<file path="src/rtl/outlier_pkg.sv">
// outlier_pkg: shared types and width helpers for the outlier detector.
//   od_state_t  - sequencing states (IDLE, EVAL, COMMIT)
//   depth_of    - window depth from its log2
//   sum_width   - width of the running window sum (never overflows)
//   thr_width   - width of the K_MULT * mad threshold
package outlier_pkg;

  typedef enum logic [1:0] {
    IDLE   = 2'd0,
    EVAL   = 2'd1,
    COMMIT = 2'd2
  } od_state_t;

  function automatic int depth_of(input int depth_log2);
    return 1 << depth_log2;
  endfunction

  function automatic int sum_width(input int data_w, input int depth_log2);
    return data_w + depth_log2;
  endfunction

  function automatic int thr_width(input int data_w);
    return data_w + 5;
  endfunction

endpackage

</file>
<file path="src/rtl/outlier_detector_if.sv">
// outlier_detector_if: sample stream in, verdict stream out.
//   new_number - level strobe from the sample source (rising edge = new sample)
//   x_in       - signed sample, stable while new_number is high
//   x_out      - last accepted sample
//   mean       - window mean after the last update
//   flag       - outlier verdict for x_out
//   out_valid  - one-cycle pulse when x_out/mean/flag/warm update
//   warm       - window has been filled once
//   busy       - detector is evaluating/committing a sample
// master = source/host side, slave = detector side.
interface outlier_detector_if #(
  parameter int DATA_W = 32
);
  logic              new_number;
  logic [DATA_W-1:0] x_in;
  logic [DATA_W-1:0] x_out;
  logic [DATA_W-1:0] mean;
  logic              flag;
  logic              out_valid;
  logic              warm;
  logic              busy;

  modport master (
    output new_number, x_in,
    input  x_out, mean, flag, out_valid, warm, busy
  );

  modport slave (
    input  new_number, x_in,
    output x_out, mean, flag, out_valid, warm, busy
  );
endinterface

</file>
<file path="src/rtl/od_window_buf.sv">
// od_window_buf: circular window of the last 2^DEPTH_LOG2 accepted samples.
//   clk, reset - clock, asynchronous active-low clear (entries clear to zero)
//   wr_en      - append wr_data, overwriting the oldest entry
//   wr_data    - sample to append
//   rd_oldest  - combinational read of the oldest entry (the one wr_en replaces)
//   full       - the window has been filled at least once since reset
module od_window_buf
  import outlier_pkg::*;
#(
  parameter int DATA_W     = 32,
  parameter int DEPTH_LOG2 = 4
) (
  input  logic              clk,
  input  logic              reset,
  input  logic              wr_en,
  input  logic [DATA_W-1:0] wr_data,
  output logic [DATA_W-1:0] rd_oldest,
  output logic              full
);
  localparam int DEPTH = depth_of(DEPTH_LOG2);
  localparam int CNT_W = DEPTH_LOG2 + 1;
  localparam logic [CNT_W-1:0] DEPTH_CNT = CNT_W'(DEPTH);

  logic [DATA_W-1:0]     mem_q [DEPTH];
  logic [DEPTH_LOG2-1:0] wr_ptr_q;
  logic [CNT_W-1:0]      count_q;

  always_ff @(posedge clk or negedge reset) begin
    if (!reset) begin
      for (int i = 0; i < DEPTH; i++) mem_q[i] <= '0;
      wr_ptr_q <= '0;
      count_q  <= '0;
    end else if (wr_en) begin
      mem_q[wr_ptr_q] <= wr_data;
      wr_ptr_q        <= wr_ptr_q + 1'b1;
      if (count_q != DEPTH_CNT) count_q <= count_q + 1'b1;
    end
  end

  // The write slot is always the oldest entry once the pointer has wrapped;
  // before that it holds the zero padding that the mean is computed over.
  assign rd_oldest = mem_q[wr_ptr_q];
  assign full      = (count_q == DEPTH_CNT);

endmodule

</file>
<file path="src/rtl/outlier_detector.sv">
// outlier_detector: streaming outlier detector over a sliding-window mean.
//   clk   - system clock, rising edge
//   reset - asynchronous active-low reset
//   bus   - outlier_detector_if.slave (sample strobe in, verdict/mean out)
// A sample is flagged when |x - mean| exceeds K_MULT * mad, where mad is an
// exponentially averaged absolute deviation. With EXCLUDE set, flagged
// samples neither enter the window nor move mad.
//
// state  | meaning
// IDLE   | waiting for a rising edge on new_number
// EVAL   | deviation, threshold and verdict computed from the captured sample
// COMMIT | window/sum/mad updated (unless excluded), outputs registered
module outlier_detector
  import outlier_pkg::*;
#(
  parameter int DATA_W      = 32,
  parameter int FRAC_W      = 16,
  parameter int DEPTH_LOG2  = 4,
  parameter int ALPHA_SHIFT = 3,
  parameter int K_MULT      = 3,
  parameter int EXCLUDE     = 1
) (
  input logic                clk,
  input logic                reset,
  outlier_detector_if.slave  bus
);
  localparam int SUM_W = sum_width(DATA_W, DEPTH_LOG2);
  localparam int THR_W = thr_width(DATA_W);

  generate
    if (DEPTH_LOG2 < 1 || DEPTH_LOG2 > 6) begin : g_bad_depth
      $error("outlier_detector: DEPTH_LOG2 must be 1..6");
    end
    if (K_MULT < 1 || K_MULT > 15) begin : g_bad_k
      $error("outlier_detector: K_MULT must be 1..15");
    end
    if (FRAC_W < 0 || FRAC_W >= DATA_W) begin : g_bad_frac
      $error("outlier_detector: FRAC_W must be 0..DATA_W-1");
    end
  endgenerate

  od_state_t state_q, state_d;

  logic                     prev_q;
  logic signed [DATA_W-1:0] x_q, oldest_q, x_out_q, mean_q;
  logic [DATA_W-1:0]        rd_oldest;
  logic [DATA_W:0]          absdev_q, mad_q;
  logic                     flag_n_q, flag_q, out_valid_q;
  logic signed [SUM_W-1:0]  sum_q, sum_new;
  logic                     full, accept, upd, wr_en, busy_c;

  logic signed [DATA_W:0]   dev;
  logic [DATA_W:0]          absdev;
  logic [THR_W-1:0]         thr;
  logic                     flag_c;
  logic signed [DATA_W+1:0] mad_diff, mad_sum;
  logic [DATA_W:0]          mad_new;
  logic signed [DATA_W-1:0] mean_new;

  // prev_q resets to 1 so a strobe already high at reset release is not an edge.
  assign accept = (state_q == IDLE) && bus.new_number && !prev_q;
  assign upd    = !(flag_n_q && (EXCLUDE != 0));

  od_window_buf #(
    .DATA_W     (DATA_W),
    .DEPTH_LOG2 (DEPTH_LOG2)
  ) u_window (
    .clk       (clk),
    .reset     (reset),
    .wr_en     (wr_en),
    .wr_data   (x_q),
    .rd_oldest (rd_oldest),
    .full      (full)
  );

  always_ff @(posedge clk or negedge reset) begin
    if (!reset) state_q <= IDLE;
    else        state_q <= state_d;
  end

  always_comb begin
    state_d = state_q;
    busy_c  = 1'b0;
    wr_en   = 1'b0;
    case (state_q)
      IDLE:    if (accept) state_d = EVAL;
      EVAL: begin
        busy_c  = 1'b1;
        state_d = COMMIT;
      end
      COMMIT: begin
        busy_c  = 1'b1;
        wr_en   = upd;
        state_d = IDLE;
      end
      default: state_d = IDLE;
    endcase
  end

  always_comb begin
    // One extra bit holds any difference of two DATA_W samples exactly.
    dev    = $signed({x_q[DATA_W-1], x_q}) - $signed({mean_q[DATA_W-1], mean_q});
    absdev = dev[DATA_W] ? $unsigned(-dev) : $unsigned(dev);
    thr    = THR_W'(mad_q) * THR_W'(K_MULT);
    flag_c = full && (THR_W'(absdev) > thr);

    sum_new = sum_q;
    if (upd) sum_new = sum_q + SUM_W'(x_q) - SUM_W'(oldest_q);
    mean_new = DATA_W'(sum_new >>> DEPTH_LOG2);

    // Signed difference so the average can fall; floor shift, then clamp at 0.
    mad_diff = $signed({1'b0, absdev_q}) - $signed({1'b0, mad_q});
    mad_sum  = $signed({1'b0, mad_q}) + (mad_diff >>> ALPHA_SHIFT);
    mad_new  = mad_sum[DATA_W+1] ? '0 : mad_sum[DATA_W:0];
  end

  always_ff @(posedge clk or negedge reset) begin
    if (!reset) begin
      prev_q      <= 1'b1;
      x_q         <= '0;
      oldest_q    <= '0;
      absdev_q    <= '0;
      flag_n_q    <= 1'b0;
      sum_q       <= '0;
      mad_q       <= '0;
      x_out_q     <= '0;
      mean_q      <= '0;
      flag_q      <= 1'b0;
      out_valid_q <= 1'b0;
    end else begin
      prev_q      <= bus.new_number;
      out_valid_q <= 1'b0;
      if (accept) begin
        x_q      <= bus.x_in;
        oldest_q <= rd_oldest;
      end
      if (state_q == EVAL) begin
        absdev_q <= absdev;
        flag_n_q <= flag_c;
      end
      if (state_q == COMMIT) begin
        if (upd) begin
          sum_q <= sum_new;
          mad_q <= mad_new;
        end
        x_out_q     <= x_q;
        flag_q      <= flag_n_q;
        mean_q      <= mean_new;
        out_valid_q <= 1'b1;
      end
    end
  end

  assign bus.x_out     = x_out_q;
  assign bus.mean      = mean_q;
  assign bus.flag      = flag_q;
  assign bus.out_valid = out_valid_q;
  assign bus.warm      = full;
  assign bus.busy      = busy_c;

endmodule

</file>
<file path="src/flat_wrapper.sv">
// flat-port wrapper written by rule: the top's interface ports become plain ports
module outlier_detector_flat import outlier_pkg::*;
#(
  parameter int DATA_W      = 32,
  parameter int FRAC_W      = 16,
  parameter int DEPTH_LOG2  = 4,
  parameter int ALPHA_SHIFT = 3,
  parameter int K_MULT      = 3,
  parameter int EXCLUDE     = 1
)
  (clk, reset, bus_new_number, bus_x_in, bus_x_out, bus_mean, bus_flag, bus_out_valid, bus_warm, bus_busy);
  outlier_detector_if #(.DATA_W(DATA_W)) bus_i ();
  input logic clk;
  input logic reset;
  input wire logic [$bits(bus_i.new_number)-1:0] bus_new_number;
  input wire logic [$bits(bus_i.x_in)-1:0] bus_x_in;
  output wire logic [$bits(bus_i.x_out)-1:0] bus_x_out;
  output wire logic [$bits(bus_i.mean)-1:0] bus_mean;
  output wire logic [$bits(bus_i.flag)-1:0] bus_flag;
  output wire logic [$bits(bus_i.out_valid)-1:0] bus_out_valid;
  output wire logic [$bits(bus_i.warm)-1:0] bus_warm;
  output wire logic [$bits(bus_i.busy)-1:0] bus_busy;
  assign bus_i.new_number = bus_new_number;
  assign bus_i.x_in = bus_x_in;
  assign bus_x_out = bus_i.x_out;
  assign bus_mean = bus_i.mean;
  assign bus_flag = bus_i.flag;
  assign bus_out_valid = bus_i.out_valid;
  assign bus_warm = bus_i.warm;
  assign bus_busy = bus_i.busy;
  outlier_detector #(.DATA_W(DATA_W), .FRAC_W(FRAC_W), .DEPTH_LOG2(DEPTH_LOG2), .ALPHA_SHIFT(ALPHA_SHIFT), .K_MULT(K_MULT), .EXCLUDE(EXCLUDE)) u_core (.clk(clk), .reset(reset), .bus(bus_i));
endmodule
</file>
<file path="config.mk">
export PLATFORM = sky130hd
export DESIGN_NAME = outlier_detector_flat
export DESIGN_NICKNAME = d
export VERILOG_FILES = /design/src/rtl/outlier_pkg.sv /design/src/rtl/outlier_detector_if.sv /design/src/rtl/od_window_buf.sv /design/src/rtl/outlier_detector.sv /design/src/flat_wrapper.sv
export SDC_FILE = /design/constraint.sdc
export NUM_CORES = 2
export LEC_CHECK = 0
export CAP_MARGIN = 40
export CORE_MARGIN = 8
export CORE_UTILIZATION = 30
export DETAILED_ROUTE_END_ITERATION = 8
export HOLD_SLACK_MARGIN = 0.15
export PLACE_DENSITY = 0.48
export SETUP_SLACK_MARGIN = 0.05
export SYNTH_ARGS = -nofsm -noshare
export SYNTH_HDL_FRONTEND = slang
export SYNTH_SLANG_ARGS = --single-unit
</file>
<file path="constraint.sdc">
create_clock -name clk -period 9.3 [get_ports clk]
set_clock_uncertainty 0.05 [all_clocks]
set_input_delay 1.86 -clock clk [delete_from_list [all_inputs] [get_ports clk]]
set_output_delay 1.86 -clock clk [all_outputs]
set_load 0.005 [all_outputs]
</file>
# After elaboration in Yosys (flattened, before gate mapping)

Index checks and enable logic that the tools add are counted.

Logic and storage cells: 73
Register bits after elaboration: 757
Output and inout bits: 68
Input bits: 35

Eq/ne operators: 5
Reductions and logical operators: 10
Order comparisons: 3
Add/subtract/negate cells: 8
Bitwise gates (word level): 2
$mul: 1
Multiplexer cells: 14

Operators with widths:

| operator              | count |
|---|---|
| $bwmux 512            | 1 |
| $bmux 32 s4           | 1 |
| $demux 32 s4          | 1 |
| $mux 32               | 3 |
| $mux 33               | 2 |
| $add 36x32->36        | 1 |
| $mux 36               | 1 |
| $sub 36x32->36        | 1 |
| $gt 33x35->1          | 1 |
| $mul 33x2->35 const B | 1 |
| $add 34x31->34        | 1 |
| $sub 33x33->34        | 1 |
| $neg 33->33           | 1 |
| $sub 32x32->33        | 1 |
| $add 5x1->5 const B   | 1 |
| $eq 5x5->1 const B    | 1 |
| $ge 5x5->1 const B    | 1 |
| $lt 5x1->1 const B    | 1 |
| $ne 5x5->1 const B    | 1 |
| $not 4->5             | 1 |
| $add 4x1->4 const B   | 1 |
| $logic_and 1x1->1     | 4 |
| $pmux 2 s2            | 1 |
| $reduce_and 2->1      | 2 |
| 9 further kinds       | 12 |

# Depth between registers and ports, before layout

Depth in word-level cells: 6
Gate-level depth with buffers: 25
Depth with buffers taken out: 23

# Modules after synthesis

A second synthesis with hierarchy kept.

Cell total of the unflattened synthesis: 3754
Area total of the unflattened synthesis: 43610.6 um2

Modules (own cells, without submodules):

| module           | area an instance (um2) | instances | cells an instance |
|---|---|---|---|
| od_window_buf    | 23216.0                | 1         | 1435 |
| outlier_detector | 20394.6                | 1         | 2319 |

# Worst setup path after synthesis

OpenSTA, ideal clock, no wires.

Kind: reg2reg
Start point: register u_core.mad_q[2]
End point: register u_core.mad_q[4]
Path slack: 4259 ps
Stages on the path, launching flop included: 24
Data arrival time: 4849 ps
Setup time: 142 ps
Path buffers: 1
Data required time: 9108 ps
Cell sequence: dfrtp_1 > inv_1 > ha_1 > a21oi_1 > o21ai_0 > a211oi_1 > o21bai_1 > a21oi_1 > o21ai_0 > a21oi_1 > a21oi_1 > o21ai_0 > a31oi_1 > ha_1 > nand2_1 > nor3_1 > nand2_1 > a211oi_1 > o211ai_1 > a21oi_1 > o21ai_0 > xnor2_1 > clkbuf_1 > o22ai_1

Cells in the longest elaborated chain, start to end: 3

RTL lines:

| what                   | RTL line                | text |
|---|---|---|
| start, declared        | outlier_detector.sv:47  | `logic [DATA_W:0] absdev_q, mad_q;` |
| start signal, assigned | outlier_detector.sv:144 | `mad_q <= mad_new;` |
| $sub 33x33->34         | outlier_detector.sv:112 | `mad_diff = $signed({1'b0, absdev_q}) - $signed({1'b0, mad_q});` |
| $add 34x31->34 *       | outlier_detector.sv:113 | `mad_sum = $signed({1'b0, mad_q}) + (mad_diff >>> ALPHA_SHIFT);` |
| $mux 33 *              | outlier_detector.sv:114 | `mad_new = mad_sum[DATA_W+1] ? '0 : mad_sum[DATA_W:0];` |

Mark *: on every way between the ends. The rest lies on a longest branch, timed or not.
A chain may end at the register's enable or synchronous reset.

# Final worst setup path

Start point: register u_core.mad_q[1]
End point: register u_core.mad_q[32]

The elaborated chain is that of the path after synthesis.

==> run summary <==
The flow ran to the end, and the final reports show no timing, DRC or antenna violations. The floorplan step defined a die boundary enclosing 0.154 mm^2. The first detailed-routing pass took 6 iterations.

The max-slew violation count came out at 0. The fmax came out at 0.155 GHz. The arrival time at the worst endpoint is 6.93 ns.

The floorplan step defined a core boundary enclosing 0.141 mm^2. The violation count after the first detailed-routing iteration came out at 1864. The startpoint of the worst register-to-register path is u_core.mad_q[1]. On the critical path, the stage with the largest delay is an instance of sky130_fd_sc_hd__o21ai_0. After synthesis the netlist holds a flip-flop and latch count of 757. The xor/xnor cell area share of the yosys netlist came out at 0.0331. The number of buffers added by the clock tree synthesis step came out at 88. The worst setup path is of the flip-flop to flip-flop kind.

Setup total negative slack on the finished layout was measured at 0 ns. Walking the worst path, the cells encountered are inv_1 -> ha_1 -> nand2_1 -> o21ai_0 -> a211oi_1 -> o21bai_1 -> a21oi_1 -> o21ai_0 -> a21oi_1 -> a21oi_1 -> o21ai_0 -> o31a_1 -> ha_1 -> nand3_1 -> nor3_1 -> nand2_1 -> a211oi_1 -> o211ai_1 -> a21oi_1 -> o21ai_0 -> xnor2_2 -> buf_4 -> and2_0 -> a211oi_1. The cell count after placement came out at 6063. The count of maximum capacitance violations is 0.

At the end of routability-driven placement, the weighted congestion stood at 0.848. The fraction of the mapped netlist area in compound gates came out at 0.161. The maximum fanout along the worst path came out at 27.

The wire length after detailed routing came out at 125 mm. The post-DP HPWL came out at 84.4 mm. The multiplexer share of the synthesized area is 0.121.

The starting utilization of the core area came out at 0.301. The initial antenna violation count is 1. The count of flip-flops with a built-in enable after synthesis is 0. Yosys mapped the design onto 80 distinct sky130hd cell types.

The horizontal die dimension is 392 um. The cell sitting at the root of the clock tree is a sky130_fd_sc_hd__clkbuf_16. The count of vias placed by the detailed router came out at 31.2k. In the layout the commonest cells are sky130_fd_sc_hd__dfrtp_1 (751), sky130_fd_sc_hd__nand2_1 (716), sky130_fd_sc_hd__o21ai_0 (675). The global-route usage over all layers came out at 0.163. The share of the synthesized area in the top cell type came out at 0.447. The delay of the slowest critical-path stage came out at 0.50 ns. The synthesized area per cell is 9.97 um^2.

The worst setup path is launched from a flip-flop. The average wire per cell in the routed design is 20.1 um. The minimum clock period came out at 6.46 ns. The area growth from synthesis to layout came out at 14.6%. Of the cells placed in the final design, the portion with a size suffix greater than 1 is 0.124. The number of buffers on the longest clock path is 3. The number of non-filler instances in the completed layout is 6223.

The clock tree synthesis step divided the H-tree into 3 levels. The post-synthesis instance total came out at 4248. Summed over all layers, the global routing overflow is 0. The launch point of the worst hold path is u_core.u_window.mem_q[171]. The number of input and output port buffers inserted came out at 102.

Of the total synthesized cell area, the portion taken by full adders, half adders and majority gates is 0.0806. The number of failing hold endpoints at the final stage is 0. The total of fill cells in the finished design is 14.4k.

The sequential share of the synthesized area is 0.447. The total of hold buffers inserted after clock tree synthesis is 0. By area, the combinational part of the netlist is dominated by compound AO/OA/AOI/OAI gates. The clock insertion delay at the later pin of the skew report is 0.69 ns.

Synthesis produced a netlist with a net count of 4533. Sorting the synthesized cells by area gives the leading types as sky130_fd_sc_hd__dfrtp_1 (45%), sky130_fd_sc_hd__mux4_2 (8.5%), sky130_fd_sc_hd__o21ai_0 (8.0%). The dominant cell type by area after synthesis is sky130_fd_sc_hd__dfrtp_1. The post-synth design cell area came out at 0.0424 mm^2. The Yosys step of the flow raised 0 warnings. The via count of the first global-routing pass was 31.9k. The worst hold-check slack is 0.423 ns. The final antenna-violating net count came out at 0. The mean number of vias per cell came out at 5.01. The number of nets in the final layout is 4548. The post-route DRC violation count is 0. The synthesized-area fraction occupied by and/or/nand/nor cells came out at 0.114. The row count is 138.

The clock transition at the registers of the reported paths is 0.06 ns. The endpoint required time on the critical path is 9.77 ns. The path category of the worst min-delay check is flip-flop to flip-flop. TritonCTS built the clock tree. The fraction of registers with async set or reset after synthesis came out at 1.00.

The y dimension of the die is 392 um. The worst setup path is captured at a flip-flop. The count of instances resized after the clock tree is built came out at 0. The library cell used most frequently in the layout, excluding fill and tap cells, is sky130_fd_sc_hd__dfrtp_1. Setup repair after global routing left no endpoint under its margin. The worst max-slew margin expressed relative to the limit is 0.389.

In this run the post-CTS setup repair buffer count came out at 0. The total I/O pin count came out at 103. The number of sinks handled by clock tree synthesis came out at 757. The launching element of the worst setup path is u_core.mad_q[1]. The measured slew at the worst slew-check pin came out at 0.916 ns. The first-pass GRT wire length came out at 196 mm. Among all flip-flop cells after synthesis, the most frequent one is sky130_fd_sc_hd__dfrtp_1. The final critical-path share of the clock period is 0.695. Entering global routing, the biggest net connects 131 pins. The count of endpoints failing setup in the final report came out at 0.
metrics by stage:
step | worst slack [ns] | instance area, um^2 | util
2_1_floorplan | 4.26 | 42400 | -
4_1_cts | 2.76 | 48500 | 0.345
3_3_place_gp | 2.75 | 45300 | 0.322
5_1_grt | 2.23 | 48500 | 0.345
6_report | 2.84 | 48600 | 0.345
3_5_place_dp | 2.80 | 45700 | 0.324
Yosys cell counts (all sizes together) (39+ instances only):
master  instances
dfrtp         756
nand2         733
o21ai         681
inv           254
clkbuf        219
ha            212
a21oi         166
mux4          160
mux2          130
nor2          129
xnor2         104
a21o           86
xor2           56
nand3          48
nor3           41
o31ai          39
registers in the layout (all words and copies together) (netlist names), 5 cells and up:
name / cells
u_core.u_window.mem_q: 512
u_core.mad_q: 33
u_core.x_q: 32
u_core.oldest_q: 32
u_core.bus.mean: 32
u_core.bus.x_out: 32
u_core.absdev_q: 33
u_core.sum_q: 36
u_core.u_window.count_q: 5
kinds of logic after synthesis:
logic type               after synthesis
AO/OA/AOI/OAI                       1171
XOR/XNOR                             160
adder cells (fa/ha/maj)              250
buffers and inverters                494
flip-flops                           757
multiplexers                         296
AND/OR/NAND/NOR                     1120
path summary, 6_finish.rpt:
check,slack (ns),endpoint,cells after the start
min reg2reg,0.42,u_core.u_window.mem_q[171],2
min in group asynchronous,1.09,u_core.u_window.mem_q[60],1
max in group asynchronous,6.14,u_core.sum_q[6],3
min,0.42,u_core.u_window.mem_q[171],2
max reg2reg,2.84,u_core.mad_q[32],24
max,2.84,u_core.mad_q[32],24
area by class of cell:
| cell class | instances | area, um^2 | share of cell area |
|---|---|---|---|
| repair buffers | 165 | 1740 | 0.0359 |
| clock inverters | 23 | 288 | 0.00593 |
| flip-flops and latches | 757 | 19000 | 0.390 |
| clock buffers | 135 | 2600 | 0.0535 |
| diodes | 2 | 5.00 | 0.000103 |
| multi-input cells | 2997 | 21600 | 0.446 |
| inverters | 254 | 953 | 0.0196 |
| well taps | 1890 | 2360 | 0.0487 |
critical path: cells and delay by family (launching register included):
kind	cells	cell delay, ns
simple gates	5	0.91
compound gates	14	3.56
xor+xnor	1	0.15
flops	1	0.49
buf+inv	2	0.49
fa+ha+maj	2	0.65
layer usage:
layer  up-vias  routed length, um  part of all wire  GRT usage
met5         -                  0                 0          0
met4         0               3050             0.024     0.0436
met3       156               3940             0.031     0.0222
met2       444              60400              0.48      0.280
met1     15600              57900              0.46      0.217
li1      15000                  -                 -          -
Power is not shown: default switching activity piles up to over one toggle a cycle in this logic, so the estimate is an artifact.
